File: config.mk
export PLATFORM = sky130hd
export DESIGN_NAME = wdt_reset_ctrl
export DESIGN_NICKNAME = d
export VERILOG_FILES = /design/src/rtl/wdt_pkg.sv /design/src/rtl/wdt_down_cnt.sv /design/src/rtl/wdt_reset_ctrl.sv
export SDC_FILE = /design/constraint.sdc
export NUM_CORES = 1
export LEC_CHECK = 0
export ABC_AREA = 1
export CAP_MARGIN = 20
export CORE_MARGIN = 2
export CORE_UTILIZATION = 50
export CTS_BUF_LIST = sky130_fd_sc_hd__clkbuf_4 sky130_fd_sc_hd__clkbuf_8
export CTS_CLUSTER_SIZE = 28
export DETAILED_ROUTE_END_ITERATION = 6
export PLACE_DENSITY_LB_ADDON = 0.25
export SYNTH_ARGS = -nofsm -noshare
export SYNTH_HDL_FRONTEND = slang
export SYNTH_SLANG_ARGS = --single-unit
File: constraint.sdc
create_clock -name clk -period 1.6 [get_ports clk]
set_clock_uncertainty 0.2 [all_clocks]
set_input_delay 0.4 -clock clk [delete_from_list [all_inputs] [get_ports clk]]
set_output_delay 0.4 -clock clk [all_outputs]
set_load 0.05 [all_outputs]
File: src/rtl/wdt_pkg.sv
// wdt_pkg: shared state encoding and sizing helper for the watchdog reset controller.
//   state_t  : IDLE=0, WARN=1, RESET=2, HOLD=3 (also the state_o debug encoding)
//   max3     : largest of three phase lengths, used to size the shared counter
package wdt_pkg;

    typedef enum logic [1:0] {
        IDLE  = 2'd0,
        WARN  = 2'd1,
        RESET = 2'd2,
        HOLD  = 2'd3
    } state_t;

    function automatic int max3(input int a, input int b, input int c);
        int m;
        m = (a > b) ? a : b;
        return (m > c) ? m : c;
    endfunction

endpackage

File: src/rtl/wdt_down_cnt.sv
// wdt_down_cnt: loadable down-counter that stops at zero.
//   clk, rst  : clock, synchronous active-high reset (count -> 0)
//   load      : load load_val (takes priority over dec)
//   dec       : decrement by one while non-zero
//   load_val  : W-bit reload value
//   zero      : count is zero
module wdt_down_cnt #(
    parameter int W = 4
) (
    input  logic         clk,
    input  logic         rst,
    input  logic         load,
    input  logic         dec,
    input  logic [W-1:0] load_val,
    output logic         zero
);

    logic [W-1:0] cnt;

    always_ff @(posedge clk) begin
        if (rst)
            cnt <= '0;
        else if (load)
            cnt <= load_val;
        else if (dec && cnt != '0)
            cnt <= cnt - 1'b1;
    end

    assign zero = (cnt == '0);

endmodule

File: src/rtl/wdt_reset_ctrl.sv
// wdt_reset_ctrl: turns watchdog barks into a warning irq, then an escalated timed reset.
//   clk, rst     : clock, synchronous active-high power-on reset
//   wdt_i        : timeout pulse from the watchdog timer
//   ack_i        : software acknowledge of the warning
//   cause_clr_i  : clears the sticky reset cause
//   irq_o        : warning interrupt, high throughout WARN
//   sys_rst_o    : system reset request, high throughout RESET
//   kick_o       : restarts the watchdog timer (one cycle after ack, and all of HOLD)
//   cause_o      : sticky flag, last system reset was watchdog-initiated
//   bark_cnt_o   : saturating count of IDLE->WARN entries
//   state_o      : current state code
module wdt_reset_ctrl
    import wdt_pkg::*;
#(
    parameter int GRACE_CYCLES = 1024,
    parameter int RST_CYCLES   = 16,
    parameter int HOLD_CYCLES  = 8,
    parameter int CNT_W        = 8
) (
    input  logic             clk,
    input  logic             rst,
    input  logic             wdt_i,
    input  logic             ack_i,
    input  logic             cause_clr_i,
    output logic             irq_o,
    output logic             sys_rst_o,
    output logic             kick_o,
    output logic             cause_o,
    output logic [CNT_W-1:0] bark_cnt_o,
    output logic [1:0]       state_o
);

    localparam int CW = $clog2(max3(GRACE_CYCLES, RST_CYCLES, HOLD_CYCLES) + 1);

    state_t        state, nxt;
    logic          load, zero;
    logic [CW-1:0] load_val;

    // Each timed state is entered with its length minus one so that the
    // zero flag marks the last cycle of the phase.
    always_comb begin
        nxt      = state;
        load     = 1'b0;
        load_val = '0;
        case (state)
            IDLE: if (wdt_i) begin
                nxt      = WARN;
                load     = 1'b1;
                load_val = CW'(GRACE_CYCLES - 1);
            end
            WARN: if (ack_i) begin
                nxt = IDLE;
            end else if (zero) begin
                nxt      = RESET;
                load     = 1'b1;
                load_val = CW'(RST_CYCLES - 1);
            end
            RESET: if (zero) begin
                nxt      = HOLD;
                load     = 1'b1;
                load_val = CW'(HOLD_CYCLES - 1);
            end
            HOLD: if (zero) nxt = IDLE;
            default: nxt = IDLE;
        endcase
    end

    wdt_down_cnt #(.W(CW)) u_cnt (
        .clk      (clk),
        .rst      (rst),
        .load     (load),
        .dec      (!load),
        .load_val (load_val),
        .zero     (zero)
    );

    // Outputs are registered from the next state so they line up with state.
    always_ff @(posedge clk) begin
        if (rst) begin
            state      <= IDLE;
            irq_o      <= 1'b0;
            sys_rst_o  <= 1'b0;
            kick_o     <= 1'b0;
            cause_o    <= 1'b0;
            bark_cnt_o <= '0;
        end else begin
            state     <= nxt;
            irq_o     <= (nxt == WARN);
            sys_rst_o <= (nxt == RESET);
            kick_o    <= (nxt == HOLD) || (state == WARN && ack_i);
            if (nxt == RESET && state != RESET)
                cause_o <= 1'b1;
            else if (cause_clr_i)
                cause_o <= 1'b0;
            if (state == IDLE && wdt_i && bark_cnt_o != '1)
                bark_cnt_o <= bark_cnt_o + 1'b1;
        end
    end

    assign state_o = state;

endmodule

==> flow_summary.json <==
{
  "overflow": 0,
  "dp_hpwl_um": 2662,
  "yosys.area_share.simple_pct": 36.60,
  "critPathTopFamily": "simple AND/OR/NAND/NOR gates",
  "path_common_cell": "nand2_4",
  "cts_tree": "built",
  "vias_per_cell": 5.731,
  "period_share_pct": 105.2,
  "synth_area_um2": 1340,
  "die_area_um2": 3110,
  "worst_setup_path_start_kind": "flip-flop",
  "grt_usage_pct": 24.48,
  "htree_levels": 1,
  "clk-insertion-delay-late_ps": 330,
  "min-delay-start": "u_cnt.cnt[10]",
  "hold_viol": 0,
  "grt_max_degree": 14,
  "critPathBufInv": 2,
  "worst_pin_slew_ps": 411.7,
  "rsz0062_at_grt": "true",
  "holdCritPathClass": "flip-flop to flip-flop",
  "final_nets": 242,
  "setup_slack_ps": -82.88,
  "power_mw": 1.624,
  "synth_compound_area_share_pct": 11.95,
  "min_period_ps": 1683,
  "synthDistinctLibCells": 26,
  "hold_buffers": 0,
  "drc": 0,
  "grt_pass1_vias": 1389,
  "num_io_pins": 19,
  "slew-limit-headroom_pct": 72.52,
  "worstReg2RegStart": "u_cnt.cnt[0]",
  "core_um2": 2500,
  "finalSetupViolCount": 11,
  "power_density_nw_per_um2": 768.9,
  "area_delta_synth_final_pct": 57.61,
  "wire_per_inst_um": 17.35,
  "fp.dieH_um": 55.77,
  "dp_cells": 252,
  "yosys_warnings": 0,
  "max_freq_mhz": 594.2,
  "post-route-util_pct": 84.48,
  "outcome": "complete, but fails checks",
  "instances_no_fill": 264,
  "synth_top_family_by_area": "simple AND/OR/NAND/NOR gates",
  "num_vias": 1513,
  "synthTopCellsByCount": "nand2_1 (34), dfxtp_1 (25), inv_1 (21), nand3_1 (19), a21oi_1 (16)",
  "die_w_um": 55.77,
  "synth_xor_area_share_pct": 3.922,
  "async_flop_share_pct": 0,
  "drt_iter0_markers": 69,
  "ys_ff_latch": 25,
  "final_antenna_net_count": 0,
  "drv_slew": 0,
  "drt_first_pass_iters": 4,
  "max_cap_violations": 0,
  "p_leak_nw": 0.9681,
  "synth_edf_count": 0,
  "clock_sinks": 25,
  "ir_worst_vdd_v": 0.0007425,
  "clock_path_buffers": 2,
  "avgSynthCellArea_um2": 7.404,
  "grt_pass1_wl_um": 6065,
  "synth_area_leaders": "dfxtp_1 (37%), nand2_1 (9.5%), nand3_1 (7.1%)",
  "violations": "setup timing",
  "cts_buffers": 3,
  "startpoint": "u_cnt.cnt[0]",
  "diodes": 0,
  "cp_max_fo": 7,
  "yosys.area_share.adder_pct": 1.867,
  "place_congestion": 0.8615,
  "cpMaxStageDelayCell": "dfxtp_1",
  "arrival_ps": 1720,
  "io_buffers": 18,
  "end_kind": "flip-flop",
  "synthMuxAreaShare_pct": 0,
  "start_util_pct": 53.60,
  "path_cells": "inv_2, ha_4, nand2_4, nor2_8, nand2_4, clkinv_4, nand4_1, nand2_4, nor2_2",
  "ys.flop_type": "dfxtp_1",
  "syn_inst": 181,
  "cp.required_ps": 1630,
  "drive_above_1_share_pct": 43.59,
  "rows": 18,
  "antenna_found_initial": 0,
  "synth.largest_area_cell": "dfxtp_1",
  "seq_area_frac_synth_pct": 37.35,
  "path_clk_slew_ps": 140,
  "routed_wl_um": 4580,
  "synth.net_count": 188,
  "critical_path_class": "flip-flop to flip-flop",
  "synth_most_common_cell": "nand2_1",
  "yosys.area.top_type_share_pct": 37.35,
  "slowest_delay_ps": 330,
  "cts-root-buf": "clkbuf_4"
}
[stage by stage]
| stage | area (µm²) | hold WS [ps] | setup slack, ps | TNS [ps] |
|---|---|---|---|---|
| after floorplan | 1358 | 239.8 | 6.800 | 0 |
| after global placement | 1903 | 250.5 | -253.2 | -3889 |
| after detailed placement | 1903 | 257.9 | -297.1 | -5242 |
| after CTS | 1987 | 279.3 | -7.275 | -13.73 |
| after global routing | 2112 | 346.9 | -125.7 | -1390 |
| final | 2112 | 320.7 | -82.88 | -605.8 |
[cell usage in the layout, fill, tap and decap left out, drive strengths merged]
cell type	n
buf	46
nand2	41
inv	26
dfxtp	25
nor2	24
nand3	21
a21oi	16
o21ai	10
clkbuf	4
xor2	3
xnor2	3
nor3	3
clkdlybuf4s50	3
nand4	2
ha	2
clkinv	1
nand3b	1
o211ai	1
a41oi	1
dlymetal6s2s	1
[tightest hold or removal path: stages, from the launching register on]
cell and delay (ps):
dfxtp_1 370, nand2_1 80, nor3_1 40
[layer usage]
layer	part of all wire (%)	GRT usage [%]	vias to the layer above	wire, µm
li1	-	-	692	-
met1	39	29.13	712	1800
met2	50	43.37	85	2271
met3	5.6	4.651	24	258
met4	5.4	9.059	0	249
met5	0	0	-	0
[where the power goes]
group,switching [mW],leakage [nW],internal [mW]
registers,0.0567,0.211,0.672
clock network,0.201,0.0184,0.115
logic,0.318,0.739,0.262
total,0.575,0.968,1.05
[cell type report]
type	count	area, µm²
multi-input combinational	128	817.0
timing repair buffer	50	595.6
sequential	25	520.5
fill	117	387.9
inverter	27	111.4
tap	30	37.54
clock buffer	4	30.03
[registers in the layout, summed over array words and instances, names as in the netlist]
signal	flops
u_cnt.cnt	11
sys_rst_o	1
kick_o	1
bark_cnt_o	8
state_o	2
irq_o	1
cause_o	1
[repair_timing]
item / 4_1_cts / 5_1_grt
setup buffers: 4 / 4
resized for setup: 5 / 26
pin swaps: 7 / 6
endpoints found under the setup margin: 14 / 24
hold endpoints to repair: 0 / 0
[kinds of logic (layout without fill, tap and decap cells)]
kind of cell / count (synthesis) / after routing
simple gates: 92 / 92
flops: 25 / 25
fa+ha+maj: 2 / 2
compound gates: 28 / 28
buf+inv: 28 / 81
xor+xnor: 6 / 6
[final timing paths]
path,to,slack [ps],depth (start not counted)
setup / recovery,u_cnt.cnt[3],-80,9
hold / removal,u_cnt.cnt[10],320,2
setup reg to reg,u_cnt.cnt[3],-80,9
hold reg to reg,u_cnt.cnt[10],320,2
(Power assumes the default switching activity.)
